==> src/rtl/arf_pkg.sv <==
// -----------------------------------------------------------------------------
// arf_pkg
// Shared parameter defaults for the arithmetic datapath family.
//   ARF_DATA_WIDTH : default operand/result width
//   ARF_MAX_TAPS   : default maximum number of beats in one accumulation group
//   ARF_CNT_W      : default tap-counter width, wide enough to hold ARF_MAX_TAPS
// -----------------------------------------------------------------------------
package arf_pkg;

  localparam int ARF_DATA_WIDTH = 32;
  localparam int ARF_MAX_TAPS   = 16;
  localparam int ARF_CNT_W      = 5;

  // Smallest counter width that can represent the value n.
  function automatic int arf_cnt_width(input int n);
    int w;
    w = 1;
    while ((1 << w) <= n) w++;
    return w;
  endfunction

endpackage

==> src/rtl/mac_seq_stage.sv <==
// -----------------------------------------------------------------------------
// mac_seq_stage
// Sequential multiply-accumulate stage. Operand beats are registered (S1),
// multiplied by an externally bound multiplier into a product register (S2),
// then summed by an externally bound adder into an accumulator. A group ends
// on a beat flagged last, or is force-closed at MAX_TAPS beats (sets ovf).
//
// Ports
//   clk, rst            : rising-edge clock, synchronous active-high reset
//   in_valid/in_ready   : operand beat handshake
//   in_a, in_b, in_last : sample, coefficient, end-of-group flag
//   mul_in_0/1, mul_out : operands to / result from the external multiplier
//   add_in_0/1, add_out : operands to / result from the external adder
//   out_valid/out_ready : result handshake
//   out_data, out_taps  : accumulated sum and number of beats in the group
//   ovf                 : sticky, a group was force-terminated at MAX_TAPS
// -----------------------------------------------------------------------------
module mac_seq_stage
  import arf_pkg::*;
#(
  parameter int DATA_WIDTH = ARF_DATA_WIDTH,
  parameter int MAX_TAPS   = ARF_MAX_TAPS,
  parameter int CNT_W      = ARF_CNT_W
) (
  input  logic                  clk,
  input  logic                  rst,
  input  logic                  in_valid,
  output logic                  in_ready,
  input  logic [DATA_WIDTH-1:0] in_a,
  input  logic [DATA_WIDTH-1:0] in_b,
  input  logic                  in_last,
  output logic [DATA_WIDTH-1:0] mul_in_0,
  output logic [DATA_WIDTH-1:0] mul_in_1,
  input  logic [DATA_WIDTH-1:0] mul_out,
  output logic [DATA_WIDTH-1:0] add_in_0,
  output logic [DATA_WIDTH-1:0] add_in_1,
  input  logic [DATA_WIDTH-1:0] add_out,
  output logic                  out_valid,
  input  logic                  out_ready,
  output logic [DATA_WIDTH-1:0] out_data,
  output logic [CNT_W-1:0]      out_taps,
  output logic                  ovf
);

  logic                  stall;
  logic                  s1_valid;
  logic                  s1_last;
  logic [DATA_WIDTH-1:0] s1_a;
  logic [DATA_WIDTH-1:0] s1_b;
  logic                  s2_valid;
  logic                  s2_last;
  logic [DATA_WIDTH-1:0] s2_prod;
  logic [DATA_WIDTH-1:0] acc;
  logic [CNT_W-1:0]      count;
  logic                  first_beat;
  logic                  terminal;

  // The whole pipeline freezes only while a finished result waits downstream.
  assign stall    = out_valid && !out_ready;
  assign in_ready = !stall;

  assign mul_in_0 = s1_a;
  assign mul_in_1 = s1_b;

  // A new group starts from zero instead of the previous group's sum.
  assign add_in_0 = first_beat ? '0 : acc;
  assign add_in_1 = s2_prod;

  // count holds beats already folded in, so the current beat is count+1.
  assign terminal = s2_last || (count == CNT_W'(MAX_TAPS - 1));

  // Operand and product pipeline registers.
  always_ff @(posedge clk) begin
    if (rst) begin
      s1_valid <= 1'b0;
      s1_last  <= 1'b0;
      s1_a     <= '0;
      s1_b     <= '0;
      s2_valid <= 1'b0;
      s2_last  <= 1'b0;
      s2_prod  <= '0;
    end else if (!stall) begin
      s1_valid <= in_valid;
      if (in_valid) begin
        s1_a    <= in_a;
        s1_b    <= in_b;
        s1_last <= in_last;
      end
      s2_valid <= s1_valid;
      s2_last  <= s1_last;
      s2_prod  <= mul_out;
    end
  end

  // Accumulator, tap counter and output register. Reset discards any
  // partial group, so no result is ever produced for it.
  always_ff @(posedge clk) begin
    if (rst) begin
      acc        <= '0;
      count      <= '0;
      first_beat <= 1'b1;
      out_valid  <= 1'b0;
      out_data   <= '0;
      out_taps   <= '0;
      ovf        <= 1'b0;
    end else if (!stall) begin
      // Not stalled means any held result is being taken this cycle;
      // a terminal beat below overrides this with a fresh result.
      out_valid <= 1'b0;
      if (s2_valid) begin
        acc <= add_out;
        if (terminal) begin
          count      <= '0;
          first_beat <= 1'b1;
          out_valid  <= 1'b1;
          out_data   <= add_out;
          out_taps   <= count + 1'b1;
          if (!s2_last) ovf <= 1'b1;
        end else begin
          count      <= count + 1'b1;
          first_beat <= 1'b0;
        end
      end
    end
  end

endmodule

==> config.mk <==
export PLATFORM = sky130hd
export DESIGN_NAME = mac_seq_stage
export DESIGN_NICKNAME = d
export VERILOG_FILES = /design/src/rtl/arf_pkg.sv /design/src/rtl/mac_seq_stage.sv
export SDC_FILE = /design/constraint.sdc
export NUM_CORES = 1
export LEC_CHECK = 0
export CELL_PAD_IN_SITES_DETAIL_PLACEMENT = 1
export CELL_PAD_IN_SITES_GLOBAL_PLACEMENT = 2
export CORE_ASPECT_RATIO = 0.75
export CORE_MARGIN = 3
export CORE_UTILIZATION = 21
export DETAILED_ROUTE_END_ITERATION = 7
export GPL_TIMING_DRIVEN = 0
export PLACE_DENSITY = 0.79
export SLEW_MARGIN = 10
export SYNTH_ARGS = -nofsm -noshare
export SYNTH_HDL_FRONTEND = slang
export SYNTH_SLANG_ARGS = --single-unit
export TNS_END_PERCENT = 20
==> constraint.sdc <==
create_clock -name clk -period 1.8 [get_ports clk]
set_clock_uncertainty 0.05 [all_clocks]
set_input_delay 0.18 -clock clk [delete_from_list [all_inputs] [get_ports clk]]
set_output_delay 0.18 -clock clk [all_outputs]
set_load 0.01 [all_outputs]
==> flow_summary.yaml, run 1 <==
worst_hold_path:
  hold_end: "count[3]"
  hold_depth: 2
  hp-start: "rst"
  hp-class: "primary input to flip-flop"
outcome:
  violations: "setup timing"
  outcome: "complete, but fails checks"
die:
  die-area_um2: 33600
  initial_core_util_pct: 21.6
  core_area_um2: 30600
  dieHeight_um: 160
  io_pins: 301
  fp-row-count: 55
  fp.dieW_um: 211
grt:
  grt_max_degree: 17
  grt_pass1_wl_um: 44800
  antenna_found_initial: 2
  grt_pass1_vias: 7472
  grt_util_all_layers_pct: 17.1
  grt-ovfl-total: 0
clocking:
  clk_pin_slew_ns: 0.07
  worst_skew_pair.late_latency_ns: 0.43
  cts_buffer_depth: 2
  cts_sinks: 177
  cts-buffers-inserted: 17
  cts_tree: "done"
  htree_levels: 4
  cts_root_buffer: "clkbuf_16"
synthesis:
  avgSynthCellArea_um2: 8.65
  synth-seq-area-share_pct: 53.7
  syn_nets: 898
  ys_ff_latch: 177
  synth_area_leader_cell: "dfxtp_1"
  ys_top_cells_by_area: "dfxtp_1, a21oi_1, nand3_1"
  synth_warnings: 0
  synthCells: 763
  synth_top_area_share_pct: 53.7
  syn_area_um2: 6600
  synth.distinct_cells: 29
power:
  cellPowerDensity_nw_per_um2: 842
  switching_share_pct: 25.0
  p_comb_share_pct: 11.8
  p_leak_uw: 0.00420
  p_sw_uw: 2340
  p_clk_share_pct: 44.0
  internal_power_uw: 7050
  seqPwrFrac_pct: 44.2
  vdd_ir_drop_max_uv: 545
timing:
  setup_viol: 39
  fin_setup_tns_ns: -3.01
  slew_violations: 0
  rsz0062_at_grt: "yes"
  hold_violations: 0
  max-slew-margin-rel_pct: 50.2
  max_freq_mhz: 512
  layout_min_cycle_time_ns: 1.95
  tightest_slew_ns: 0.747
  min_period_over_period_pct: 108
  final.setup.worst_slack_ns: -0.152
worst_setup_path:
  critPathRequiredTime_ns: 2.11
  r2r-start: "count[0]"
  cp_top_family: "simple AND/OR/NAND/NOR gates"
  cp-end-kind: "flip-flop"
  cp-start-kind: "flip-flop"
  rrSetupSlack_ns: -0.15
  rr_endpoint: "count[0]"
  arrival_ns: 2.26
  cp_max_fo: 3
  ff2ff_path_depth: 7
  cpMostUsedCell: "ha_4"
  path_cells: "ha_4 > and3_4 > ha_4 > or2_4 > buf_6 > or4_4 > a21oi_2"
  crit_slowest_cell: "or4_4"
  critPathBufInv: 1
  cp-startpoint: "count[0]"
  crit_type: "flip-flop to flip-flop"
  slowest_delay_ns: 0.42
route:
  vias: 6972
  wirelength_um: 29100
  wl_per_cell_um: 19.2
  drc_errors: 0
  drtIter0Drc: 310
  drt-pass1-iter-count: 4
  ant_nets: 0
  viasPerCell: 4.61
place:
  postPlaceCellArea_um2: 10100
  portBuffers: 299
  routabilityCongestion: 0.732
  place_ws_ns: -0.687
  hpwlAfterDp_um: 21200
cells_and_area:
  design_area_um2: 11100
  final_nets: 1236
  drive_gt1_share_pct: 10.4
  syn2layout_area_growth_pct: 68.9
run:
  maxCapViolCount: 0
==> kinds of logic after synthesis <==
kind of cell | after synthesis | share of synthesized area (%)
and+or+nand+nor | 217 | 16.0
buffers and inverters | 83 | 5.80
adders and majority gates | 2 | 0.379
xor gates and xnor gates | 2 | 0.265
AOI/OAI and AO/OA | 282 | 23.9
DFF | 177 | 53.7
==> sequential cells by signal (all words and copies together) (netlist names), 5 cells and up <==
signal and count:
out_taps 5, mul_in_1 32, add_in_1 32, acc 32, count 5, out_data 32, mul_in_0 32
==> what timing repair did <==
| action | 4_1_cts | 5_1_grt |
|---|---|---|
| cloned | 5 | 0 |
| buffers inserted | 18 | 0 |
| pin swaps | 29 | 17 |
| hold buffers | 0 | 0 |
| setup endpoints to repair | 155 | 135 |
| resized for setup | 86 | 19 |
==> power by group through the flow <==
stage	clock network [uW]	registers, uW	logic, uW
final	4130	4150	1110
after CTS	4260	4150	1130
after floorplan	0	4280	308
after global routing	4420	4170	1200
after detailed placement	0	4240	1070
after global placement	0	4240	1060
==> metal layers <==
layer / vias up / track usage [%] / wire, um
met1: 3413 / 22.8 / 13700
met5: - / 0 / 0
li1: 3370 / - / -
met4: 0 / 3.68 / 239
met3: 15 / 5.87 / 2040
met2: 174 / 27.0 / 13100
==> cell type report <==
class	count	area, um^2
fill	3520	19400
sequential	177	3550
timing repair buffer	320	3230
multi-input combinational	503	2750
tap	399	499
buffer	77	470
clock buffer	18	429
clock inverter	14	203
inverter	5	18.8
antenna	1	2.50
==> layout by cell type (no fill, tap or decap), drive strengths merged, types with 3 or more instances in the layout <==
cell,n
nand2,72
clkinvlp,3
dlygate4sd2,30
clkinv,3
nor2b,35
dfxtp,177
or4,3
clkdlybuf4s50,266
buf,57
clkbuf,59
a21oi,138
nand3,98
inv,9
bufinv,4
a22o,34
o21ai,103
==> how the worst max path moves through the flow <==
stage                              end  cells past startpoint  slack [ns]
after floorplan           out_data[10]                      7       0.003
final                         count[0]                      7       -0.15
after CTS                     in_ready                      6       -0.17
after global placement        in_ready                      7       -0.68
after global routing          count[0]                      7       -0.18
after detailed placement      in_ready                      7       -0.69
==> metrics by stage <==
stage / hold WS (ns) / instances / utilization [%] / total power (uW)
6_report: 0.0830 / 1514 / 36.5 / 9390
5_1_grt: 0.0925 / 1514 / 36.5 / 9800
4_1_cts: 0.0608 / 1516 / 36.5 / 9540
3_5_place_dp: 0.395 / 1461 / 33.1 / 5310
3_3_place_gp: 0.388 / 1461 / 33.1 / 5290
2_1_floorplan: 0.255 / 763 / - / 4590
==> cells in the mapped netlist <==
library cell,instances
buf_2,33
a22o_1,34
buf_1,4
nand3_1,98
or2_1,1
and3_1,1
a21oi_1,138
nand4_1,2
buf_6,4
o2bb2ai_1,2
o31ai_1,2
nor3_1,1
inv_1,2
clkbuf_1,37
xor2_1,2
nand2_1,72
dfxtp_1,177
or3_1,1
o41ai_1,1
nor3_2,1
a41oi_1,1
o21ai_1,64
a31oi_4,1
ha_1,2
nor2b_1,35
nor2_1,2
o21ai_0,39
inv_2,3
or4_1,3
Note: power is estimated with default switching activity, not from simulation.
==> inputs of run 2 (changes only) <==
==> constraint.sdc (replaced) <==
create_clock -name clk -period 1.7 [get_ports clk]
set_clock_uncertainty 0.05 [all_clocks]
set_input_delay 0.17 -clock clk [delete_from_list [all_inputs] [get_ports clk]]
set_output_delay 0.17 -clock clk [all_outputs]
set_load 0.01 [all_outputs]
==> flow_summary.yaml, run 2 (synthesized netlist as in run 1, its figures left out) <==
timing:
  hold_violations: 0
  fin_setup_tns_ns: -5.45
  max-slew-margin-rel_pct: 49.6
  max_freq_mhz: 521
  layout_min_cycle_time_ns: 1.92
  final.setup.worst_slack_ns: -0.219
  min_period_over_period_pct: 113
  tightest_slew_ns: 0.757
  rsz0062_at_grt: "yes"
  setup_viol: 39
  slew_violations: 0
worst_setup_path:
  crit_slowest_cell: "dfxtp_4"
  rrSetupSlack_ns: -0.22
  cp-end-kind: "flip-flop"
  cpMostUsedCell: "buf_12"
  cp_top_family: "simple AND/OR/NAND/NOR gates"
  path_cells: "ha_4 > and3_4 > ha_4 > or2_4 > a31oi_4 > buf_12 > buf_12 > buf_12 > a22o_1"
  cp-start-kind: "flip-flop"
  arrival_ns: 2.24
  slowest_delay_ns: 0.36
  rr_endpoint: "out_data[21]"
  cp_max_fo: 6
  r2r-start: "count[0]"
  critPathRequiredTime_ns: 2.02
  crit_type: "flip-flop to flip-flop"
  critPathBufInv: 3
  ff2ff_path_depth: 9
cells_and_area:
  fillers: 3543
  final_cell_mix: "clkdlybuf4s50_1, dfxtp_1, a21oi_1"
  drive_gt1_share_pct: 11.0
  final_nets: 1230
  layout.cells.non_filler: 1507
  syn2layout_area_growth_pct: 67.5
  antennaDiodeCount: 0
  final_common_cell: "clkdlybuf4s50_1"
worst_hold_path:
  hold_end: "count[3]"
  hold_depth: 2
  hp-start: "rst"
  hp-class: "primary input to flip-flop"
clocking:
  cts-buffers-inserted: 17
  htree_levels: 4
  cts_tree: "done"
  cts_sinks: 177
  clk_pin_slew_ns: 0.07
  cts_buffer_depth: 2
  cts_root_buffer: "clkbuf_16"
  worst_skew_pair.late_latency_ns: 0.43
grt:
  grt-ovfl-total: 0
  antenna_found_initial: 0
  grt_max_degree: 17
  grt_pass1_wl_um: 43400
  grt_pass1_vias: 7243
  grt_util_all_layers_pct: 16.6
die:
  initial_core_util_pct: 21.6
  fp.dieW_um: 211
  fp-row-count: 55
  core_area_um2: 30600
  dieHeight_um: 160
  io_pins: 301
  die-area_um2: 33600
route:
  vias: 6907
  drc_errors: 0
  wirelength_um: 28700
  ant_nets: 0
  viasPerCell: 4.58
  drtIter0Drc: 299
  wl_per_cell_um: 19.0
  drt-pass1-iter-count: 4
power:
  cellPowerDensity_nw_per_um2: 875
  vdd_ir_drop_max_uv: 613
  p_leak_uw: 0.00411
outcome:
  violations: "setup timing"
  outcome: "complete, but fails checks"
place:
  hpwlAfterDp_um: 20900
  portBuffers: 299
  placed_cells: 1461
  routabilityCongestion: 0.736
  place_ws_ns: -0.809
run:
  maxCapViolCount: 0
[run 2: worst register-to-register path, delay by kind of cell (launching register included)]
kind            cells  cell delay [ns]
fa+ha+maj           2             0.32
flops               1             0.36
compound gates      2             0.31
simple gates        2             0.43
buf+inv             3             0.39
[run 2: per-stage QoR]
step	hold slack, ns	total power, uW	util, %	instance area, um^2
final	0.100	9670	36.2	11100
after global routing	0.0956	10100	36.2	11100
after CTS	0.0593	9840	36.1	11000
after detailed placement	0.397	5620	33.1	10100
after global placement	0.388	5610	33.1	10100
after floorplan	0.246	4860	-	6640
[run 2: layout make-up]
type / count / area (um^2) / area share, %
inverters: 5 / 21.3 / 0.192
clock inverters: 12 / 146 / 1.32
repair buffers: 314 / 3130 / 28.3
clock buffers: 20 / 447 / 4.04
well taps: 399 / 499 / 4.52
multi-input cells: 503 / 2770 / 25.1
plain buffers: 77 / 485 / 4.39
flip-flops and latches: 177 / 3550 / 32.1
[run 2: layer usage]
layer	GRT usage, %	wire, um	vias up
met4	3.56	262	0
met3	6.32	2330	14
li1	-	-	3348
met1	21.3	13200	3351
met2	26.7	12900	194
met5	0	0	-
[run 2: worst max path at each step]
stage | cells past startpoint | slack, ns | start | end
global placement | 7 | -0.80 | out_ready | in_ready
detailed placement | 7 | -0.81 | out_ready | in_ready
floorplan | 7 | -0.07 | count[0] | out_data[24]
finish | 9 | -0.22 | count[0] | out_data[21]
CTS | 9 | -0.23 | count[0] | out_data[15]
global route | 7 | -0.26 | count[0] | count[4]
[run 2: repair_timing]
item	4_1_cts	5_1_grt
hold buffers	0	0
endpoints found under the setup margin	193	173
pin swaps	13	6
resized for setup	87	44
gates cloned	2	0
buffers inserted	13	2
[run 2: power breakdown]
group	switching [uW]	internal [uW]	leakage (uW)
combinational	514	669	0.00238
sequential	86.5	4310	0.00145
clock	1850	2240	0.000286
==> inputs of run 3 (changes only) <==
--- a/config.mk
+++ b/config.mk
@@ -13,6 +13,7 @@
 export DETAILED_ROUTE_END_ITERATION = 7
 export GPL_TIMING_DRIVEN = 0
 export PLACE_DENSITY = 0.79
+export SETUP_SLACK_MARGIN = 0.1
 export SLEW_MARGIN = 10
 export SYNTH_ARGS = -nofsm -noshare
 export SYNTH_HDL_FRONTEND = slang
==> flow_summary.yaml, run 3 (synthesized netlist as in run 1, its figures left out) <==
place:
  place_ws_ns: -0.809
  hpwlAfterDp_um: 20900
  portBuffers: 299
  routabilityCongestion: 0.736
  postPlaceCellArea_um2: 10100
route:
  drc_errors: 0
  drt-pass1-iter-count: 4
  vias: 6977
  wl_per_cell_um: 19.2
  drtIter0Drc: 265
  wirelength_um: 29000
  ant_nets: 0
  viasPerCell: 4.62
die:
  fp.dieW_um: 211
  core_area_um2: 30600
  io_pins: 301
  fp-row-count: 55
  initial_core_util_pct: 21.6
  die-area_um2: 33600
  dieHeight_um: 160
timing:
  hold_violations: 0
  fin_setup_tns_ns: -5.82
  tightest_slew_ns: 0.739
  rsz0062_at_grt: "yes"
  max_freq_mhz: 529
  min_period_over_period_pct: 111
  setup_viol: 39
  layout_min_cycle_time_ns: 1.89
  final.setup.worst_slack_ns: -0.190
  slew_violations: 0
  max-slew-margin-rel_pct: 50.7
grt:
  grt_max_degree: 17
  grt_pass1_vias: 7242
  grt_util_all_layers_pct: 16.6
  antenna_found_initial: 0
  grt-ovfl-total: 0
  grt_pass1_wl_um: 43500
worst_setup_path:
  cp_max_fo: 8
  rr_endpoint: "out_data[25]"
  critPathRequiredTime_ns: 2.03
  r2r-start: "count[0]"
  cp-start-kind: "flip-flop"
  ff2ff_path_depth: 8
  arrival_ns: 2.22
  rrSetupSlack_ns: -0.19
  crit_type: "flip-flop to flip-flop"
  cp-end-kind: "flip-flop"
clocking:
  cts_sinks: 177
  cts_tree: "done"
  worst_skew_pair.late_latency_ns: 0.43
  cts-buffers-inserted: 17
  cts_buffer_depth: 2
  htree_levels: 4
  cts_root_buffer: "clkbuf_16"
  clk_pin_slew_ns: 0.07
run:
  maxCapViolCount: 0
worst_hold_path:
  hold_depth: 2
  hold_end: "count[3]"
  hp-start: "rst"
  hp-class: "primary input to flip-flop"
power:
  seqPwrFrac_pct: 45.5
  p_comb_share_pct: 12.1
  p_sw_uw: 2450
  cellPowerDensity_nw_per_um2: 859
  total_power_uw: 9650
  vdd_ir_drop_max_uv: 611
  switching_share_pct: 25.4
  p_clk_share_pct: 42.4
  internal_power_uw: 7200
  p_leak_uw: 0.00518
cells_and_area:
  final_nets: 1232
  final_common_cell: "clkdlybuf4s50_1"
  drive_gt1_share_pct: 14.6
  fin_util_pct: 36.8
  design_area_um2: 11200
  final_cell_mix: "clkdlybuf4s50_1, dfxtp_1, a21oi_1"
  syn2layout_area_growth_pct: 70.3
outcome:
  outcome: "complete, but fails checks"
  violations: "setup timing"
## run 3: cell types whose count changed in the layout (fill, tap and decap cells not counted), sizes merged
cell,before,now
buf,51,81
dlygate4sd2,20,15
dlymetal6s2s,0,61
clkdlybuf4s50,266,193
diode,0,1
clkdlybuf4s15,5,3
clkbuf,69,60
## run 3: metrics by stage
step | cells | hold WS (ns)
detailed placement | 1461 | 0.397
global route | 1509 | 0.0811
finish | 1510 | 0.0972
global placement | 1461 | 0.388
floorplan | 763 | 0.246
CTS | 1504 | 0.0634
## run 3: worst max-delay path by stage
stage                    from           end  depth (start not counted)
global route         count[0]      count[4]                          7
CTS                  count[0]      count[4]                          7
detailed placement  out_ready      in_ready                          7
floorplan            count[0]  out_data[24]                          7
finish               count[0]  out_data[25]                          8
global placement    out_ready      in_ready                          7
## run 3: per-layer routing
metal / vias to the layer above / routed length [um] / GRT usage (%)
met5: - / 0 / 0
met4: 0 / 263 / 3.56
met3: 16 / 2310 / 6.34
met2: 196 / 13100 / 26.8
met1: 3405 / 13400 / 21.3
li1: 3360 / - / -
## run 3: worst max-delay path: stages (launching register included)
cell	delay [ns]
dfxtp_4	0.36
ha_4	0.15
and3_4	0.18
ha_4	0.17
or2_4	0.26
a31oi_4	0.18
buf_12	0.19
clkbuf_16	0.17
a22o_1	0.12
## run 3: repair_timing
item | CTS | global route
endpoints found under the setup margin | 214 | 231
gates cloned | 1 | 2
pin swaps | 12 | 4
buffers inserted | 10 | 3
hold buffers | 0 | 0
resized for setup | 191 | 114
## run 3: power by group through the flow
stage / clock (uW) / sequential, uW / combinational [uW]
floorplan: 0 / 4540 / 327
global placement: 0 / 4480 / 1130
detailed placement: 0 / 4490 / 1130
CTS: 4240 / 4390 / 1170
global route: 4400 / 4420 / 1270
finish: 4090 / 4390 / 1170
## run 3: layout make-up
| type | instances | area [um^2] |
|---|---|---|
| Multi-Input combinational cell | 503 | 2790 |
| Clock inverter | 12 | 146 |
| Timing Repair Buffer | 315 | 3220 |
| Fill cell | 3528 | 19300 |
| Antenna cell | 1 | 2.50 |
| Buffer | 78 | 557 |
| Sequential cell | 177 | 3550 |
| Inverter | 5 | 23.8 |
| Clock buffer | 20 | 447 |
| Tap cell | 399 | 499 |
